### config.mk
export PLATFORM = sky130hd
export DESIGN_NAME = uart_rx_frame
export DESIGN_NICKNAME = d
export VERILOG_FILES = /design/src/rtl/uart_rx_frame.sv
export SDC_FILE = /design/constraint.sdc
export NUM_CORES = 1
export LEC_CHECK = 0
export CAP_MARGIN = 10
export CORE_MARGIN = 5
export CORE_UTILIZATION = 45
export DETAILED_ROUTE_END_ITERATION = 16
export PLACE_DENSITY = 0.7
export SLEW_MARGIN = 10
export SYNTH_ARGS = -nofsm -noshare
export SYNTH_HDL_FRONTEND = slang
export SYNTH_SLANG_ARGS = --single-unit
### constraint.sdc
create_clock -name clk -period 1.7 [get_ports clk]
set_input_delay 0.34 -clock clk [delete_from_list [all_inputs] [get_ports clk]]
set_output_delay 0.34 -clock clk [all_outputs]
set_load 0.01 [all_outputs]
### src/rtl/uart_rx_frame.sv
// UART frame receiver: 16x-oversampled start/data/parity/stop recovery with
// a 3-sample mid-bit majority vote and a one-clk valid pulse per frame.
module uart_rx_frame #(
    parameter int unsigned DATA_BITS  = 8,
    parameter int unsigned OVERSAMPLE = 16,
    parameter int unsigned PARITY_EN  = 1
) (
    input  logic                 clk,
    input  logic                 reset,
    input  logic                 sample_ENABLE,
    input  logic                 Rx_EN,
    input  logic                 RxD,
    output logic [DATA_BITS-1:0] Rx_DATA,
    output logic                 Rx_PERROR,
    output logic                 Rx_FERROR,
    output logic                 Rx_VALID
);

    localparam int unsigned TW = $clog2(OVERSAMPLE);
    localparam int unsigned IW = $clog2(DATA_BITS + 1);

    localparam logic [TW-1:0] T_V0  = TW'(OVERSAMPLE / 2 - 1);
    localparam logic [TW-1:0] T_V1  = TW'(OVERSAMPLE / 2);
    localparam logic [TW-1:0] T_DEC = TW'(OVERSAMPLE / 2 + 1);
    localparam logic [IW-1:0] I_LAST = IW'(DATA_BITS - 1);

    typedef enum logic [2:0] {
        IDLE,
        START,
        DATA,
        PARITY,
        STOP
    } state_t;

    state_t                 state_q, state_d;
    logic [1:0]             sync_q;
    logic [TW-1:0]          tcnt_q, tcnt_d;
    logic [IW-1:0]          idx_q, idx_d;
    logic [DATA_BITS-1:0]   shift_q, shift_d;
    logic                   perr_q, perr_d;
    logic [1:0]             vote_q, vote_d;
    logic [DATA_BITS-1:0]   data_q, data_d;
    logic                   perror_q, perror_d;
    logic                   ferror_q, ferror_d;
    logic                   valid_q, valid_d;

    logic                   rxd_s;
    logic [TW-1:0]          tick;
    logic                   voted;

    assign rxd_s = sync_q[1];
    // The detecting strobe is tick 0; every later strobe advances to tcnt+1.
    assign tick  = tcnt_q + 1'b1;
    assign voted = (vote_q[0] & vote_q[1]) | (vote_q[0] & rxd_s) | (vote_q[1] & rxd_s);

    always_comb begin
        state_d  = state_q;
        tcnt_d   = tcnt_q;
        idx_d    = idx_q;
        shift_d  = shift_q;
        perr_d   = perr_q;
        vote_d   = vote_q;
        data_d   = data_q;
        perror_d = perror_q;
        ferror_d = ferror_q;
        valid_d  = 1'b0;

        if (!Rx_EN) begin
            state_d = IDLE;
            tcnt_d  = '0;
            idx_d   = '0;
        end else if (sample_ENABLE) begin
            if (state_q == IDLE) begin
                if (!rxd_s) begin
                    state_d = START;
                    tcnt_d  = '0;
                    idx_d   = '0;
                    perr_d  = 1'b0;
                end
            end else begin
                tcnt_d = tick;
                if (tick == T_V0) vote_d[0] = rxd_s;
                if (tick == T_V1) vote_d[1] = rxd_s;

                case (state_q)
                    START: begin
                        if (tick == T_DEC && voted) begin
                            state_d = IDLE;
                            tcnt_d  = '0;
                        end else if (tick == '0) begin
                            state_d = DATA;
                            idx_d   = '0;
                        end
                    end
                    DATA: begin
                        if (tick == T_DEC) begin
                            for (int unsigned i = 0; i < DATA_BITS; i++) begin
                                if (idx_q == IW'(i)) shift_d[i] = voted;
                            end
                        end
                        if (tick == '0) begin
                            if (idx_q == I_LAST) begin
                                state_d = (PARITY_EN != 0) ? PARITY : STOP;
                                idx_d   = '0;
                            end else begin
                                idx_d = idx_q + 1'b1;
                            end
                        end
                    end
                    PARITY: begin
                        if (tick == T_DEC && (voted != ^shift_q)) perr_d = 1'b1;
                        if (tick == '0) state_d = STOP;
                    end
                    STOP: begin
                        // Complete at mid-bit so a short stop bit still lets the next start be seen.
                        if (tick == T_DEC) begin
                            data_d   = shift_q;
                            perror_d = perr_q;
                            ferror_d = ~voted;
                            valid_d  = 1'b1;
                            state_d  = IDLE;
                            tcnt_d   = '0;
                        end
                    end
                    default: ;
                endcase
            end
        end
    end

    always_ff @(posedge clk) begin
        if (reset) begin
            sync_q   <= '1;
            state_q  <= IDLE;
            tcnt_q   <= '0;
            idx_q    <= '0;
            shift_q  <= '0;
            perr_q   <= 1'b0;
            vote_q   <= '1;
            data_q   <= '0;
            perror_q <= 1'b0;
            ferror_q <= 1'b0;
            valid_q  <= 1'b0;
        end else begin
            sync_q   <= {sync_q[0], RxD};
            state_q  <= state_d;
            tcnt_q   <= tcnt_d;
            idx_q    <= idx_d;
            shift_q  <= shift_d;
            perr_q   <= perr_d;
            vote_q   <= vote_d;
            data_q   <= data_d;
            perror_q <= perror_d;
            ferror_q <= ferror_d;
            valid_q  <= valid_d;
        end
    end

    assign Rx_DATA   = data_q;
    assign Rx_PERROR = perror_q;
    assign Rx_FERROR = ferror_q;
    assign Rx_VALID  = valid_q;

endmodule

==> metrics.yaml <==
run_status:
  status: "complete, but fails checks"
  violations: "negative setup slack"
floorplanning:
  die_w_um: 77.9
  placementRows: 24
  fp.dieArea_um2: 6070
  initial_utilization_pct: 47.1
  ios: 16
  core_um2: 4410
  die_height_um: 77.9
power:
  p_total_uw: 1540
  internal-power_uw: 1150
  switching_share_pct: 25.6
  p_sw_uw: 395
  leakage_uw: 0.00103
  powerDensity_nw_per_um2: 526
  peakVddDrop_mv: 0.688
  power_frac_clock_pct: 40.3
  power_frac_comb_pct: 6.2
  pwr-share-seq_pct: 53.5
setup_path:
  critPathKind: "flip-flop to flip-flop"
  slowest_delay_ns: 0.35
  ff2ff_path_depth: 9
  reg2reg_to: "shift_q[0]$_SDFFE_PP0P_"
  r2r_start: "tcnt_q[0]$_SDFFE_PP0P_"
  path_max_fanout: 7
  endpoint_kind: "flip-flop"
  r2r_slack_ns: -0.13
  critPathSlowestCell: "dfxtp_2"
  cp.arrival_ns: 2.06
  critPathLaunchType: "flip-flop"
  path_common_cell: "buf_12"
  crit_required_ns: 1.92
  crit_family: "compound AO/OA/AOI/OAI gates"
  worstPathBufferInverterCount: 3
  path_cells: "ha_4, buf_6, nor2_4, a21o_1, a31oi_4, buf_12, buf_12, or3_1, a21oi_2"
logic_synthesis:
  netlist_instances: 254
  yosysUniqueCellTypes: 59
  synth_area_leaders: "dfxtp_1, a21oi_1, o31ai_1, ha_1, o21ai_0"
  synth-warning-count: 0
  synth_edf_count: 0
  ys_ff_latch: 35
  synthesis.area_per_instance_um2: 8.18
  async_flop_share_pct: 0
  synth_area_leader_cell: "dfxtp_1"
  synth_area_um2: 2080
  yosysTopAreaCellShare_pct: 33.7
  yosysSeqAreaShare_pct: 33.7
  syn_nets: 266
  yosys_most_used_dff: "dfxtp_1"
grt:
  grt_max_degree: 22
  antenna_found_initial: 0
  overflow: 0
  grt_pass1_vias: 2012
  grt_pass1_wl_mm: 10.0
  grt_usage_pct: 19.9
placed_design:
  port-buffer-count: 15
  gp_congestion: 0.883
  dp_hpwl_mm: 4.00
  dp.cells: 344
sta:
  min_period_ns: 1.83
  fmax_mhz: 546
  setup-violations-final: 25
  relSlewSlack_pct: 77.6
  hold_violations: 0
  hold_ws_ns: 0.419
  tightest_slew_ns: 0.334
  finalClockSkew_ns: 0.00724
  post-route-period-util_pct: 108
  drv_slew: 0
  rsz0062_at_grt: "true"
  fin_ws_ns: -0.131
clock_network:
  cts_buffer_depth: 2
  cts_inserted_buffers: 5
  clkSlewWorstSetupHoldPaths_ns: 0.08
  clk_latency_ns: 0.29
  cts_hold_buf: 0
  cts_tree: "yes"
  cts_sinks: 35
  h-tree-depth: 2
  root_buffer: "clkbuf_8"
detailed_routing:
  wire_per_inst_um: 16.6
  routed_wl_mm: 6.02
  drc_errors: 0
  drt_iter0_drc: 175
  detail-route-antenna-nets: 0
  drt-pass1-iter-count: 4
  via_per_inst: 5.94
  vias: 2152
layout:
  antenna_cells: 0
  drive_above_1_share_pct: 31.3
  fill_cells: 350
  final_cells: 362
  nets: 321
  area_delta_synth_final_pct: 41.3
job:
  maxCapViolCount: 0
hold_path:
  min_to: "sync_q[1]$_SDFF_PP1_"
  hold_start: "sync_q[0]$_SDFF_PP1_"
  hp-class: "flip-flop to flip-flop"
  whs_path_depth: 1
## synthesized netlist by cell type (2+ instances only)
library cell	number
nand2_1	19
nand4_1	10
nor2_1	16
ha_1	7
xnor2_1	6
o21ai_0	15
or3_1	9
a21o_1	2
or2_2	2
nand2b_1	3
buf_2	7
a31oi_1	4
inv_1	14
nand3b_1	2
nor2b_1	4
clkbuf_1	8
nand3_1	8
dfxtp_1	35
o31ai_1	12
a311o_1	2
a21oi_1	27
o311ai_0	2
o211ai_1	2
nor3_1	3
## logic make-up after synthesis
logic type | count (synthesis) | share of synthesized area [%]
AND/OR/NAND/NOR | 91 | 25.0
multiplexers | 1 | 0.482
flip-flops | 35 | 33.7
buffers and inverters | 31 | 6.57
adder cells (fa/ha/maj) | 7 | 4.22
XOR/XNOR | 8 | 4.04
AO/OA/AOI/OAI | 81 | 26.0
## cells in the final DEF (no fill, tap or decap), types with 3 or more instances in the layout
master and count:
buf_4 37, dfxtp_1 30, a21oi_1 20, nand2_1 19, clkdlybuf4s50_1 15, inv_1 14
o21ai_0 14, nor2_1 14, nand4_1 10, or3_1 9, nand3_1 8, a21oi_2 7
buf_6 7, xnor2_1 6, o31ai_2 6, o31ai_1 6, ha_1 5, clkbuf_8 5
dfxtp_2 5, a31oi_1 4, nor2b_1 4, nand2b_1 3, buf_16 3, buf_12 3
## timing repair
item	CTS	global route
pin swaps	25	3
resized for setup	21	20
endpoints found under the setup margin	27	30
gates cloned	3	0
hold endpoints to repair	0	0
setup buffers	6	1
## worst max path at each step
stage | startpoint | endpoint | cells past startpoint
2_1_floorplan | tcnt_q[1]$_SDFFE_PP0P_ | tcnt_q[3]$_SDFFE_PP0P_ | 6
3_3_place_gp | Rx_EN | shift_q[3]$_SDFFE_PP0P_ | 7
3_5_place_dp | Rx_EN | shift_q[3]$_SDFFE_PP0P_ | 7
4_1_cts | tcnt_q[0]$_SDFFE_PP0P_ | shift_q[3]$_SDFFE_PP0P_ | 9
5_1_grt | tcnt_q[0]$_SDFFE_PP0P_ | shift_q[0]$_SDFFE_PP0P_ | 9
6_report | tcnt_q[0]$_SDFFE_PP0P_ | shift_q[0]$_SDFFE_PP0P_ | 9
## metal layers
metal	vias to the layer above	GRT usage [%]	wire length [um]
li1	1049	-	-
met1	1044	28.3	2860
met2	55	31.3	2820
met3	4	4.05	295
met4	0	3.55	48
met5	-	0	0
## area by class of cell
| cell class | instances | area (um^2) | area share (%) |
|---|---|---|---|
| timing repair buffer | 65 | 649 | 22.1 |
| clock buffer | 5 | 68.8 | 2.35 |
| tap | 52 | 65.1 | 2.22 |
| inverter | 14 | 52.6 | 1.79 |
| sequential | 35 | 707 | 24.1 |
| multi-input combinational | 188 | 1370 | 46.7 |
| clock inverter | 3 | 20.0 | 0.682 |
## stage by stage
step / util [%] / TNS, ns / instance area, um^2 / setup slack (ns)
2_1_floorplan: - / -0.0525 / 2100 / -0.0525
3_3_place_gp: 57.7 / -4.15 / 2550 / -0.277
3_5_place_dp: 57.7 / -4.80 / 2550 / -0.296
4_1_cts: 64.8 / -1.16 / 2860 / -0.0971
5_1_grt: 66.5 / -3.83 / 2930 / -0.215
6_report: 66.5 / -1.81 / 2930 / -0.131
## flip-flops by register name, indices dropped and copies added, names as in the netlist
name,count
state_q,3
Rx_PERROR,1
Rx_VALID,1
Rx_DATA,8
Rx_FERROR,1
idx_q,4
vote_q,2
tcnt_q,4
shift_q,8
sync_q,2
perr_q,1
## power by group through the flow
stage                     sequential (uW)  combinational [uW]  clock (uW)
after detailed placement              844                85.5           0
after floorplan                       843                39.2           0
final                                 826                95.1         622
after CTS                             825                89.0         629
after global routing                  826                 103         670
after global placement                845                84.2           0
Power figures use the tool's default switching activity.
